File: src/rtl/softmax_lane_sequencer.sv
// rtl/softmax_lane_sequencer.sv - captures a 10-lane vector, streams it through a 10:1 mux, then presents the lane sum
// Serialiser between the parallel exp stage and the serial normalise stage.

module mux_10_to_1 #(
    parameter int WIDTH = 24
) (
    input  logic [10*WIDTH-1:0] data,
    input  logic [3:0]          sel,
    output logic [WIDTH-1:0]    y
);
    // sel 1..10 picks lane 0..9; any other code yields zero
    always_comb begin
        y = '0;
        case (sel)
            4'd1:    y = data[0*WIDTH +: WIDTH];
            4'd2:    y = data[1*WIDTH +: WIDTH];
            4'd3:    y = data[2*WIDTH +: WIDTH];
            4'd4:    y = data[3*WIDTH +: WIDTH];
            4'd5:    y = data[4*WIDTH +: WIDTH];
            4'd6:    y = data[5*WIDTH +: WIDTH];
            4'd7:    y = data[6*WIDTH +: WIDTH];
            4'd8:    y = data[7*WIDTH +: WIDTH];
            4'd9:    y = data[8*WIDTH +: WIDTH];
            4'd10:   y = data[9*WIDTH +: WIDTH];
            default: y = '0;
        endcase
    end
endmodule

module softmax_lane_sequencer #(
    parameter int DATA_WIDTH = 24,
    parameter int SUM_WIDTH  = DATA_WIDTH + 4
) (
    input  logic                    clk,
    input  logic                    rst,
    input  logic                    in_valid,
    output logic                    in_ready,
    input  logic [10*DATA_WIDTH-1:0] in_data,
    input  logic                    flush,
    output logic                    out_valid,
    input  logic                    out_ready,
    output logic [DATA_WIDTH-1:0]   out_data,
    output logic                    out_last,
    output logic                    sum_valid,
    input  logic                    sum_ready,
    output logic [SUM_WIDTH-1:0]    sum_data,
    output logic [3:0]              sel,
    output logic                    busy
);
    typedef enum logic [1:0] {
        IDLE   = 2'd0,
        STREAM = 2'd1,
        SUM    = 2'd2
    } state_t;

    state_t                  state;
    state_t                  state_next;
    logic [3:0]              sel_reg;
    logic [3:0]              sel_next;
    logic [SUM_WIDTH-1:0]    acc;
    logic [SUM_WIDTH-1:0]    acc_next;
    logic [10*DATA_WIDTH-1:0] bank;
    logic                    capture;
    logic [DATA_WIDTH-1:0]   lane;

    mux_10_to_1 #(
        .WIDTH (DATA_WIDTH)
    ) u_mux (
        .data (bank),
        .sel  (sel_reg),
        .y    (lane)
    );

    always_ff @(posedge clk or posedge rst) begin
        if (rst) begin
            state <= IDLE;
        end else begin
            state <= state_next;
        end
    end

    always_comb begin
        state_next = state;
        sel_next   = sel_reg;
        acc_next   = acc;
        capture    = 1'b0;
        case (state)
            IDLE: begin
                if (in_valid) begin
                    capture    = 1'b1;
                    sel_next   = 4'd1;
                    acc_next   = '0;
                    state_next = STREAM;
                end
            end
            STREAM: begin
                if (out_ready) begin
                    acc_next = acc + {{(SUM_WIDTH-DATA_WIDTH){1'b0}}, lane};
                    if (sel_reg == 4'd10) begin
                        sel_next   = 4'd0;
                        state_next = SUM;
                    end else begin
                        sel_next = sel_reg + 4'd1;
                    end
                end
            end
            SUM: begin
                if (sum_ready) begin
                    state_next = IDLE;
                end
            end
            default: begin
                state_next = IDLE;
                sel_next   = 4'd0;
            end
        endcase
        // flush overrides any handshake or capture in the same cycle
        if (flush) begin
            state_next = IDLE;
            sel_next   = 4'd0;
            acc_next   = '0;
            capture    = 1'b0;
        end
    end

    always_ff @(posedge clk or posedge rst) begin
        if (rst) begin
            sel_reg <= 4'd0;
            acc     <= '0;
            bank    <= '0;
        end else begin
            sel_reg <= sel_next;
            acc     <= acc_next;
            if (capture) begin
                bank <= in_data;
            end
        end
    end

    assign in_ready  = (state == IDLE);
    assign busy      = (state != IDLE);
    assign out_valid = (state == STREAM);
    assign out_data  = lane;
    assign out_last  = (state == STREAM) && (sel_reg == 4'd10);
    assign sum_valid = (state == SUM);
    assign sum_data  = (state == SUM) ? acc : '0;
    assign sel       = sel_reg;
endmodule

File: config.mk
export PLATFORM = sky130hd
export DESIGN_NAME = softmax_lane_sequencer
export DESIGN_NICKNAME = d
export VERILOG_FILES = /design/src/rtl/softmax_lane_sequencer.sv
export SDC_FILE = /design/constraint.sdc
export NUM_CORES = 1
export LEC_CHECK = 0
export CAP_MARGIN = 25
export CORE_ASPECT_RATIO = 1.25
export CORE_MARGIN = 1
export CORE_UTILIZATION = 57
export CTS_BUF_LIST = sky130_fd_sc_hd__clkbuf_8
export DETAILED_ROUTE_END_ITERATION = 16
export PLACE_DENSITY = 0.95
export SLEW_MARGIN = 5
export SYNTH_ARGS = -nofsm -noshare
export SYNTH_HDL_FRONTEND = slang
export SYNTH_HIERARCHICAL = 1
export SYNTH_SLANG_ARGS = --single-unit
File: constraint.sdc
create_clock -name clk -period 16.5 [get_ports clk]
set_input_delay 2.475 -clock clk [delete_from_list [all_inputs] [get_ports clk]]
set_output_delay 2.475 -clock clk [all_outputs]
set_load 0.01 [all_outputs]
[Word-level counts from Yosys, hierarchy flattened]
Cells that the tools add are included.
Operators by class
  $add $sub $neg: 2
  equality and inequality tests: 17
  reductions and logical operators: 7
  multiplexer cells: 20
Operators with widths (count)
  24-bit one-hot mux with 10 select lines: 1
  28-bit two-way mux: 4
  28-bit one-hot mux with 2 select lines: 1
  28-bit by 24-bit adder with 28-bit output: 1
  4-bit by 3-bit equality test with 1-bit output (second input constant): 4
  4-bit two-way mux: 4
  4-bit equality test (second input constant): 3
  3-bit by 2-bit != test with 1-bit output (second input constant): 4
  4-bit one-hot mux with 3 select lines: 1
  2-bit two-way mux: 5
  4-bit by 2-bit equality test with 1-bit output (second input constant): 2
  2-bit one-hot mux with 3 select lines: 1
  3-bit AND reduction: 2
  4-bit by 1-bit adder with 4-bit output (second input constant): 1
  4-bit by 1-bit equality test with 1-bit output (second input constant): 1
  4-bit AND reduction: 1
  1-bit two-way mux: 3
  3-bit nonzero test: 1
  2-bit by 1-bit equality test with 1-bit output (second input constant): 1
  2-bit equality test (second input constant): 1
  2-bit logical NOT: 1
  2-bit != test (second input constant): 1
  2-bit nonzero test: 1
  1-bit logical AND: 1
Storage, ports and cells
  bits of input ports: 246
  flip-flop bits (word level): 274
  logic and storage cells: 50

[Logic depth before layout (Yosys ltp)]
Gate-level depths: netlist of the first run.
  word-level depth: 6
  gate-level depth with buffers: 17

[Cells and area by module]
The synthesis of the first run kept the hierarchy.
Modules (own cells, without submodules)
  softmax_lane_sequencer: cells an instance 859, area each 11773.8 um^2, times used 1, sequential area each 6856.6 um^2
  mux_10_to_1: cells an instance 279, area each 1994.4 um^2, times used 1, sequential area each 0.0 um^2

[Worst setup path after synthesis of the first run]
No wires, ideal clock.
  path type: reg2out
  start: register sel_reg[0], in the netlist sel[0]
  end: output out_data[20]
  cell stages (with the launch flop): 7
  setup slack: 12260 ps
  path buffers: 3
  arrival: 1765 ps
  cell sequence: dfrtp_1 > buf_2 > buf_2 > buf_4 > mux2i_1 > o22ai_1 > or4_1
On the way
  longest elaborated chain between the ends: 2
Ends and longest elaborated chain
  start: declaration: line 58  | logic [3:0] sel_reg;
  start signal: assignment: line 132  | sel_reg <= sel_next;
  4-bit equality test (tied with other cells): line 14  | case (sel)
  24-bit one-hot mux with 10 select lines *: line 14
  end: declaration: line 42  | output logic [DATA_WIDTH-1:0] out_data,
Every way passes the cells marked *; elsewhere a longest branch is shown, timed or not.

[Worst setup path in the final report of the first run]
  start: register sel_reg[0], in the netlist sel[0]
  end: output out_data[0]
The elaborated chain is that of the path after synthesis.

==> reports/results.txt, run 1 <==
In this run the tool buffered the top-level ports with 306 buffer cells. From synthesis to final layout, the design area changed by 30.2%. The hold violation count in the final report is 0.

Summing the sequential cell areas from Yosys gives 49.8% of the chip area. The static leakage power was 7.38 nW. The run gives 274 as the sink count of the clock tree.

Measured against its own limit, the worst slew margin works out to 35.7%. Across the VDD grid, the largest voltage drop is 85.9 µV. The run gives 0.988 as the final weighted congestion in routability-driven placement.

Global routing consumed, on the met2 layer, 62.2% of the routing resources. The most critical setup path has its startpoint at sel[0]. The count of unresolved DRC violations after routing was 0. Detailed placement HPWL: 31.9 mm. The switching fraction of total power came out at 30.2%. The run gives 13800 µm² as the combined area of all synthesized cells.

The logs give 14030 ps for the critical path data required time and 6 for the number of antenna violations at the first check in global routing. The power density relative to cell area was 106 nW/µm²; the ratio of cells with drive above 1 in the final layout was 18.3%. The tools report the reg-to-reg startpoint as sel[0]. The detail route stage leaves a number of antenna-violating nets equal to 0. After global routing, the most crowded layer is met2.

For this run, asynchronously set or reset flops after synthesis account for 100%. For this design, the CTS-stage hold fixing added 0 buffers. OpenSTA, run right after detailed placement, puts the worst setup slack at 9970 ps. Using the TritonRoute via totals, the vias-per-cell ratio works out to 6.29. The via count of the first global-routing pass was 11752.

The worst setup path is captured at an output pin. For this run, the number of Yosys warnings is 6. The clock reaches the later pin of the worst-skew pair after 570 ps. The run gives 3990 ps as the arrival time at the worst endpoint.

Setup repair after global routing left no endpoint under its margin. The total negative slack for setup checks is 0 ps, and the routed via count is 11311. Of the total power, the clock network draws 29.4%. The first TritonRoute pass finished after 6 iterations. The kind of launch point of the worst setup path was a flip-flop.

The logs give 0.576 mW for the net switching power of the design and 1073 for the violation count after the first detailed-route iteration. Once the floorplan was initialized, standard cells occupied 58.0% of the core. In the final routed layout, each cell accounts on average for 25.3 µm. After clock tree synthesis, the clock-pin slew on the worst setup and hold paths is 70 ps. The floorplan core area was 23700 µm². After routing the design area is 17900 µm².

The number of endpoints failing setup at the final stage came out at 0. In this run the most critical hold path is launched from bank[181]. For the pin with the worst max-slew slack, the measured transition is 965 ps. Registers are responsible for 46.9% of the overall power. The setup skew after layout is 25.0 ps. Dividing the synthesized area by the synthesized cell count gives 12.1 µm². The first global-routing pass estimated 68.2 mm of wire.

The synthesized design contains 0 enable-type register cells. The instance area after placement was 17000 µm². The die is 141 µm wide. Yosys attributes the largest share of cell area to dfrtp_1, mux2_2, mux2_1, a22oi_1, mux2i_1. The share of synthesized area in the top cell type comes to 49.8%.

Wires add up to 45.4 mm. The flow ran to the end, and the final reports show no timing, DRC or antenna violations. The number of flip-flops in the largest register is 240, and the maximum number of pins on one net before global-route repair is 145. The worst min-delay path category was flip-flop to flip-flop.

Largest buffer count on any clock path: 3. The met3 track utilization from global routing came out at 7.52%. TritonCTS built the clock tree. The total of max-cap violations is 0. Clock tree synthesis selected as its root buffer the cell clkbuf_8.

At the end of the flow, the number of nets in the layout was 1709. Along the worst path, the maximum fanout reaches 34. The main flop type after synthesis was dfrtp_1. The final critical path takes up 39.2% of the cycle.

The final worst-path setup slack is 10040 ps. The most used standard cell by instance count after synthesis is dfrtp_1. The design draws 1.91 mW. The cell type contributing the most total cell area after synthesis is dfrtp_1. The tools report the final-layout fill cell count as 1454.

Buffers added to address setup during post-CTS repair amount to 0. 307 I/O pins were placed. The highest clock frequency the design can meet is 0.155 GHz, and the number of H-tree branching levels is 2. Cell internal power was estimated by the tool at 1.33 mW. The run gives 63 as the row count.

Combinational logic burns 23.7% of the power. The commonest cells after synthesis are dfrtp_1, mux2_2, mux2_1. The flip-flop and latch count after synthesis came out at 274.

The die covers 24800 µm². The total CTS buffers was 42; the number of max-slew violations in the final report was 0. The smallest clock period supported by the final layout is computed as 6460 ps. The unique cell type count in the Yosys netlist was 73; the total routing usage reported by global routing was 37.1%. The number of nets in the synthesized netlist is 1411. Height of the chip: 176 µm.

Gates resized during post-CTS repair numbered 0. By startpoint and endpoint, the worst setup path is classified as flip-flop to output pin. For this run the aggregate overflow at the end of global routing stands at 0. Counting every instance in the synthesized netlist gives 1138. The global-route track usage on met1 was 42.9%.
through the flow:
stage | hold slack (ps) | instances | utilization, %
floorplan | 450 | 1138 | -
global placement | 463 | 1711 | 71.6
detailed placement | 475 | 1713 | 71.7
CTS | 488 | 1789 | 75.2
global route | 506 | 1799 | 75.6
finish | 490 | 1799 | 75.6
critical path, stage by stage (launching register included):
cell,delay (ps)
dfrtp_2,760
buf_4,530
nor2b_1,240
buf_4,240
a22o_1,240
a221oi_1,480
o221ai_1,350
clkdlybuf4s50_1,560
placed cells by master, fill, tap and decap left out, drive strengths merged, types with 11 or more instances in the layout:
cell             n
a21oi           31
a22o            14
a22oi           52
and2            33
buf             18
clkbuf          52
clkdlybuf4s50  306
dfrtp          274
ha              26
inv             28
mux2           246
mux2i           38
nand2           49
nor2            66
o21ai           42
o22ai           22
xor2            11
worst paths after layout:
path	endpoint	slack, ps	depth (start not counted)
setup / recovery	out_data[0]	10040	7
hold / removal	bank[181]	490	1
setup reg to reg	acc[24]	11060	15
hold reg to reg	bank[181]	490	1
max in group asynchronous	bank[236]	12370	4
min in group asynchronous	bank[231]	2280	2
power groups by stage:
stage | combinational (mW) | clock (mW) | sequential [mW]
finish | 0.452 | 0.561 | 0.894
global route | 0.478 | 0.593 | 0.908
CTS | 0.444 | 0.563 | 0.891
detailed placement | 0.436 | 0 | 0.898
global placement | 0.421 | 0 | 0.887
floorplan | 0.274 | 0 | 0.866
cell type report:
cell class,count,area (µm²),share of cell area (%)
multi-input cells,783,6520,36.4
repair buffers,324,3250,18.1
flip-flops and latches,274,6860,38.3
clock buffers,52,716,3.99
inverters,11,48.8,0.272
well taps,325,407,2.27
diodes,6,15.0,0.0837
clock inverters,24,109,0.607
per-layer routing:
layer / share of wire [%] / routed length, µm / vias to the layer above
met4: 7.3 / 3330 / 0
met5: 0 / 0 / -
met3: 8.6 / 3890 / 177
met1: 35 / 15800 / 5605
li1: - / - / 4807
met2: 49 / 22400 / 722
logic make-up after synthesis:
kind of cell	after synthesis	share of synthesized area, %
compound gates	226	12.0
xor+xnor	21	1.34
fa+ha+maj	27	2.51
buf+inv	81	2.86
flops	274	49.8
mux	286	23.2
simple gates	223	8.31
Power figures use the tool's default switching activity.
==> inputs of run 2 (changes only) <==
--- a/config.mk
+++ b/config.mk
@@ -8,10 +8,10 @@
 export CAP_MARGIN = 25
 export CORE_ASPECT_RATIO = 1.25
 export CORE_MARGIN = 1
-export CORE_UTILIZATION = 57
+export CORE_UTILIZATION = 53
 export CTS_BUF_LIST = sky130_fd_sc_hd__clkbuf_8
 export DETAILED_ROUTE_END_ITERATION = 16
-export PLACE_DENSITY = 0.95
+export PLACE_DENSITY = 0.91
 export SLEW_MARGIN = 5
 export SYNTH_ARGS = -nofsm -noshare
 export SYNTH_HDL_FRONTEND = slang
==> constraint.sdc (replaced) <==
create_clock -name clk -period 6.06 [get_ports clk]
set_input_delay 0.909 -clock clk [delete_from_list [all_inputs] [get_ports clk]]
set_output_delay 0.909 -clock clk [all_outputs]
set_load 0.01 [all_outputs]
==> reports/results.txt, run 2 (synthesized netlist as in run 1, its figures left out) <==
Most frequent cells in the layout: clkdlybuf4s50_1, dfrtp_1, mux2_2, mux2_1, nor2_1 (unchanged). The number of cells traversed by the worst hold path is 1 (unchanged). The logs give 0 (unchanged) for the number of hold buffers added after CTS and 69.0 mm (was 68.2 mm) for the wire length of the first global-routing pass.

The synthesis-to-layout area growth was 30.3% (was 30.2%); the instance area after placement was 17100 µm² (was 17000 µm²). The run gives 15.9 ps (was 25.0 ps) as the setup skew after layout. The tools report the sink count of the clock tree as 274 (unchanged). Worst-path maximum fanout: 28 (was 34). The master cell of the clock root buffer is clkbuf_8 (unchanged). For the static leakage power, the log shows 7.35 nW (was 7.38 nW).

Category of cells accounting for the largest share of critical-path delay: compound AO/OA/AOI/OAI gates (was buffers and inverters). Initial core utilization: 54.3% (was 58.0%). For the number of max-slew violations in the final report, the log shows 0 (unchanged). The count of unresolved DRC violations after routing came out at 0 (unchanged).

Derived from the worst setup path, the maximum achievable clock frequency is 0.204 GHz. The largest buffer count on any clock path came out at 3 (unchanged). For the number of top-level pins, the log shows 307 (unchanged). The routed via count divided by cell count works out to 6.21 (was 6.29).

Violation count after the first detailed-route iteration: 975 (was 1073). Final cell area excluding filler cells: 17900 µm² (about the same). The hold path startpoint was bank[171] (was bank[181]).

Total routing usage reported by global routing: 34.6% (was 37.1%). Setup repair after global routing left no endpoint under its margin. The maximum number of pins on one net before global-route repair is 157 (was 145). The kind of launch point of the worst setup path is a flip-flop (unchanged).

The logs give 0 (unchanged) for the post-cts gate resize count and 26600 µm² (was 24800 µm²) for the area of the die. The number of I/O port buffers came out at 306 (unchanged). The ratio of cells with drive above 1 in the final layout was 18.4% (was 18.3%); the delay of the slowest cell on the worst path was 770 ps (was 760 ps). The critical path data required time was 6520 ps (was 14030 ps); the height of the chip was 182 µm (was 176 µm). The total negative slack for setup checks was 0 ps (unchanged). The worst min-delay path category is flip-flop to flip-flop (unchanged). The most common cell after layout, fill and taps aside is clkdlybuf4s50_1 (unchanged). The die boundary width is 146 µm (was 141 µm), and the number of antenna-violating nets in the routed design is 0 (unchanged).

The run gives 197 µV (was 85.9 µV) as the worst ir drop on vdd. TritonCTS built the clock tree. Dividing the final minimum period by the clock period gives 80.8%. The routed via count is 11170 (was 11311), and the transition time at the pin with the least slew margin is 1140 ps (was 965 ps). The clock transition at the registers of the reported paths was 70 ps (about the same).

The logs give 34.4 mm (was 31.9 mm) for the detailed placement HPWL and 0 (unchanged) for the hold violation count in the final report. The worst-case headroom to the max-slew limit is 23.6% (was 35.7%). The tools report the number of iterations in the first detailed-routing pass as 8 (was 6). The flow ran to the end, and the final reports show no timing, DRC or antenna violations. The tools report the end of the worst register-to-register path as acc[24] (unchanged). For the total of max-cap violations, the log shows 0 (unchanged). The worst reg-to-reg path cell count was 13 (was 15).

The worst reg-to-reg setup slack is 1160 ps (was 11060 ps). The slowest library cell on the worst path was dfrtp_2 (unchanged). Reg-to-reg startpoint: sel[0] (unchanged). The run gives 1 (was 6) as the number of antenna violations at the first check in global routing. The sum of buffers and inverters on the critical path works out to 0 (was 3). The tools report the end point of the most critical hold path as bank[171] (was bank[181]).

The number of endpoints failing setup at the final stage was 0 (unchanged); the net count of the finished layout was 1707 (was 1709). The total length of routed wires came out at 45.5 mm (was 45.4 mm). The power density relative to cell area came out at 294 nW/µm² (was 106 nW/µm²). The run gives 0 (unchanged) as the post-CTS setup-driven buffer insertion count. Endpoint type of the worst setup path: a flip-flop (was an output pin). The average wire per cell in the routed design is 25.3 µm (about the same). The arrival time at the worst endpoint is 5360 ps (was 3990 ps). After layout, the minimum clock period comes to 4900 ps. The floorplan core area is 25400 µm² (was 23700 µm²). Row count: 65 (was 63). Path type of the worst setup path: flip-flop to flip-flop (was flip-flop to output pin). The number of H-tree branching levels is 2 (unchanged). The remaining global-route overflow came out at 0 (unchanged).

The logs give 560 ps (was 570 ps) for the clock network latency to the later pin of the worst-skew pair and 1.00 (was 0.988) for the final weighted congestion in routability-driven placement. Crit path cell chain: nor2b_1 -> a22o_1 -> a221oi_1 -> o221ai_1 -> ha_1 -> fa_1 -> a21o_1 -> a221oi_4 -> a2111oi_2 -> a221oi_2 -> o31a_1 -> nand3_1 -> o311ai_2 (was buf_4 -> nor2b_1 -> buf_4 -> a22o_1 -> a221oi_1 -> o221ai_1 -> clkdlybuf4s50_1). The number of flip-flops in the largest register is 240 (unchanged), and the via count of the first global-routing pass is 11546 (was 11752).

The total CTS buffers is 43 (was 42).
-- run 2: cell count changes in the layout (fill, tap and decap cells not counted), sizes merged --
cell      change
diode         -5
clkbuf        +3
buf           -3
clkinvlp      +1
inv           -5
-- run 2: per-stage QoR --
step	instances	hold slack [ps]	util [%]	worst slack, ps	total power [mW]
after global placement	1722	463	67.2	1470	3.62
after global routing	1800	502	70.7	1070	5.47
after detailed placement	1723	472	67.2	1370	3.69
after CTS	1798	486	70.6	1360	5.25
after floorplan	1138	450	-	1530	3.11
final	1800	488	70.7	1160	5.27
-- run 2: power by group --
part	switching [mW]	internal, mW
Clock	0.755	0.819
Sequential	0.267	2.20
Combinational	0.585	0.648
Total	1.61	3.67
-- run 2: worst max-delay path by stage --
stage	start	end	slack [ps]	depth (start not counted)
global route	sel[0]	acc[24]	1070	13
floorplan	rst	acc[0]	1530	1
global placement	sel[1]	acc[25]	1470	12
detailed placement	sel[1]	acc[26]	1370	12
CTS	sel[1]	acc[26]	1360	12
finish	sel[0]	acc[24]	1160	13
-- run 2: cell type report --
type / count / area, µm²
antenna: 1 / 2.50
fill: 1758 / 7430
multi-input combinational: 783 / 6530
clock buffer: 55 / 757
sequential: 274 / 6860
inverter: 11 / 45.0
clock inverter: 20 / 98.8
tap: 335 / 419
timing repair buffer: 321 / 3230
-- run 2: metal layers --
layer | routed length [µm] | global-route usage, % | vias up
met3 | 3430 | 5.75 | 187
met2 | 22800 | 59.7 | 701
met1 | 16000 | 40.0 | 5481
met5 | 0 | 0 | -
met4 | 3250 | 22.0 | 0
li1 | - | - | 4801
==> inputs of run 3 (changes only) <==
==> constraint.sdc (replaced) <==
create_clock -name clk -period 4.7 [get_ports clk]
set_input_delay 0.705 -clock clk [delete_from_list [all_inputs] [get_ports clk]]
set_output_delay 0.705 -clock clk [all_outputs]
set_load 0.01 [all_outputs]
==> reports/results.txt, run 3 (synthesized netlist as in run 1, its figures left out) <==
The total CTS buffers is 44 (was 43), and the ratio of cells with drive above 1 in the final layout is 19.8% (was 18.4%). The path type of the worst setup path is flip-flop to flip-flop (unchanged). The average wire per cell in the routed design came out at 25.5 µm (was 25.3 µm). Number of flip-flops in the largest register: 240 (unchanged). The setup skew after layout was 24.0 ps (was 15.9 ps). The logs give 11230 (was 11170) for the routed via count and 0 ps (unchanged) for the total negative slack for setup checks. Most frequent cells in the layout: clkdlybuf4s50_1, dfrtp_1, mux2_2, mux2_1, nor2_1 (unchanged). The shortest clock period the worst path allows after layout is 4390 ps (was 4900 ps).

The tools report the master cell of the clock root buffer as clkbuf_8 (unchanged). For the final-layout fill cell count, the log shows 1707 (was 1758). Number of max-slew violations in the final report: 0 (unchanged). Crit path cell chain: buf_4 -> nor2b_1 -> and2_0 -> a22oi_1 -> o221ai_1 -> ha_1 -> o21ai_0 -> a211o_1 -> a2111oi_2 -> a221oi_2 -> buf_4 -> o31a_1 -> nand3_1 -> o311ai_2 (was nor2b_1 -> a22o_1 -> a221oi_1 -> o221ai_1 -> ha_1 -> fa_1 -> a21o_1 -> a221oi_4 -> a2111oi_2 -> a221oi_2 -> o31a_1 -> nand3_1 -> o311ai_2).

The worst reg-to-reg setup slack was 310 ps (was 1160 ps). For the arrival time at the worst endpoint, the log shows 4780 ps (was 5360 ps). The critical path data required time is 5100 ps (was 6520 ps). The total power after layout was 6.92 mW (was 5.27 mW); the floorplan core area was 25400 µm² (unchanged).

The portion of the clock cycle consumed by the worst path in the final layout is 93.4% (was 80.8%). The dominant cell type by count on the critical path is buf_4. The logs give 65 (unchanged) for the row count and 2 (unchanged) for the number of H-tree branching levels. For the hold violation count in the final report, the log shows 0 (unchanged). The share of the core filled with cells in the final layout was 71.8% (was 70.7%).

Power density relative to cell area: 380 nW/µm² (was 294 nW/µm²). The largest buffer count on any clock path was 3 (unchanged); the die boundary width was 146 µm (unchanged). The height of the chip was 182 µm (unchanged); the violation count after the first detailed-route iteration was 1054 (was 975).

Reg-to-reg startpoint: sel[0] (unchanged). The total length of routed wires is 46.6 mm (was 45.5 mm). The run gives 11751 (was 11546) as the via count of the first global-routing pass. The routed via count divided by cell count came out at 6.14 (was 6.21). The worst-case headroom to the max-slew limit came out at 43.5% (was 23.6%). The total routing usage reported by global routing was 35.2% (was 34.6%); the number of antenna-violating nets in the routed design was 0 (unchanged). The number of antenna violations at the first check in global routing was 1 (unchanged). The run gives 86 (was 157) as the maximum number of pins on one net before global-route repair.

TritonCTS built the clock tree. Remaining global-route overflow: 0 (unchanged). Worst ir drop on vdd: 273 µV (was 197 µV). The sink count of the clock tree was 274 (unchanged); the final weighted congestion in routability-driven placement was 1.02 (was 1.00). Final worst-path setup slack: 312 ps (was 1160 ps). The run gives 26600 µm² (unchanged) as the area of the die. The tools report the number of endpoints failing setup at the final stage as 0 (unchanged).

The end of the worst register-to-register path was acc[24] (unchanged). The synthesis-to-layout area growth is 32.3% (was 30.3%), and the post-cts gate resize count is 0 (unchanged). Wire length of the first global-routing pass: 69.8 mm (was 69.0 mm).

Static leakage power: 7.53 nW (was 7.35 nW). The clock network latency to the later pin of the worst-skew pair is 560 ps (about the same), and the total of max-cap violations is 0 (unchanged). Post-placement worst setup slack: 392 ps (was 1370 ps).

The tools report the highest clock frequency the design can meet as 0.228 GHz (was 0.204 GHz). The tools report the number of cells after detailed placement as 1747 (was 1723). The tools report the kind of launch point of the worst setup path as a flip-flop (unchanged). The tools report the final cell area excluding filler cells as 18200 µm² (was 17900 µm²). The run gives 1829 (was 1800) as the final instance count without filler cells.

The most common cell after layout, fill and taps aside is clkdlybuf4s50_1 (unchanged). The transition time at the pin with the least slew margin was 845 ps (was 1140 ps); the net count of the finished layout was 1733 (was 1707). Number of I/O port buffers: 306 (unchanged). For the detailed placement HPWL, the log shows 35.9 mm (was 34.4 mm). The flow ran to the end, and the final reports show no timing, DRC or antenna violations. The tools report the number of top-level pins as 307 (unchanged).

Setup repair after global routing left no endpoint under its margin. The worst reg-to-reg path cell count works out to 14 (was 13). The clock transition at the registers of the reported paths works out to 60 ps (was 70 ps).

The endpoint type of the worst setup path is a flip-flop (unchanged). The run gives 9 (was 8) as the number of iterations in the first detailed-routing pass. Count of unresolved DRC violations after routing: 0 (unchanged). Worst min-delay path category: primary input to asynchronous set/reset pin (was flip-flop to flip-flop).

The run gives 54.3% (unchanged) as the initial core utilization. The slowest library cell on the worst path is dfrtp_2 (unchanged). Delay of the slowest cell on the worst path: 510 ps (was 770 ps). The worst hold slack was 429 ps (was 488 ps). The worst-path maximum fanout is 18 (was 28), and the instance area after placement is 17300 µm² (was 17100 µm²).
==> run 3: changes by cell type in the layout (fill, tap and decap cells not counted), sizes merged <==
| cell | previous run | this run |
|---|---|---|
| clkbuf | 55 | 54 |
| inv | 23 | 26 |
| clkinv | 5 | 7 |
| buf | 15 | 40 |
| clkinvlp | 3 | 1 |
| bufinv | 0 | 2 |
==> run 3: repair_timing <==
action | in CTS | in global routing
hold buffers | 0 | 0
setup endpoints to repair | 0 | 1
buffers inserted | 0 | 2
==> run 3: worst max-delay path by stage <==
stage,startpoint,to,slack [ps],cells past startpoint
3_5_place_dp,sel[3],acc[24],390,13
3_3_place_gp,sel[0],acc[24],390,12
2_1_floorplan,rst,acc[0],370,1
6_report,sel[0],acc[24],310,14
4_1_cts,sel[3],acc[24],320,14
5_1_grt,sel[0],acc[24],130,14
==> run 3: critical path, delay by kind of cell (launching register included) <==
kind,cells,cell delay [ps]
AO/OA/AOI/OAI,8,1850
adder cells (fa/ha/maj),1,320
buffers and inverters,2,490
flip-flops,1,510
AND/OR/NAND/NOR,3,1030
==> run 3: layout make-up <==
| type | instances | area (µm²) | share of cell area, % |
|---|---|---|---|
| clock buffer | 54 | 743 | 4.08 |
| inverter | 11 | 45.0 | 0.247 |
| clock inverter | 25 | 170 | 0.935 |
| multi-input combinational | 783 | 6530 | 35.9 |
| tap | 335 | 419 | 2.30 |
| antenna | 1 | 2.50 | 0.0137 |
| timing repair buffer | 346 | 3440 | 18.9 |
| sequential | 274 | 6860 | 37.7 |
==> run 3: report_power, final <==
group	internal [mW]	switching [mW]	total [mW]
sequential	2.84	0.358	3.19
clock	1.16	0.961	2.12
combinational	0.850	0.754	1.60
total	4.84	2.07	6.92
==> run 3: metal layers <==
metal,wire length (µm),share of wire [%],vias to the layer above,track usage [%]
li1,-,-,4850,-
met1,16400,35,5548,40.6
met2,23500,50,664,61.1
met3,3500,7.5,168,5.83
met4,3180,6.8,0,21.9
met5,0,0,-,0
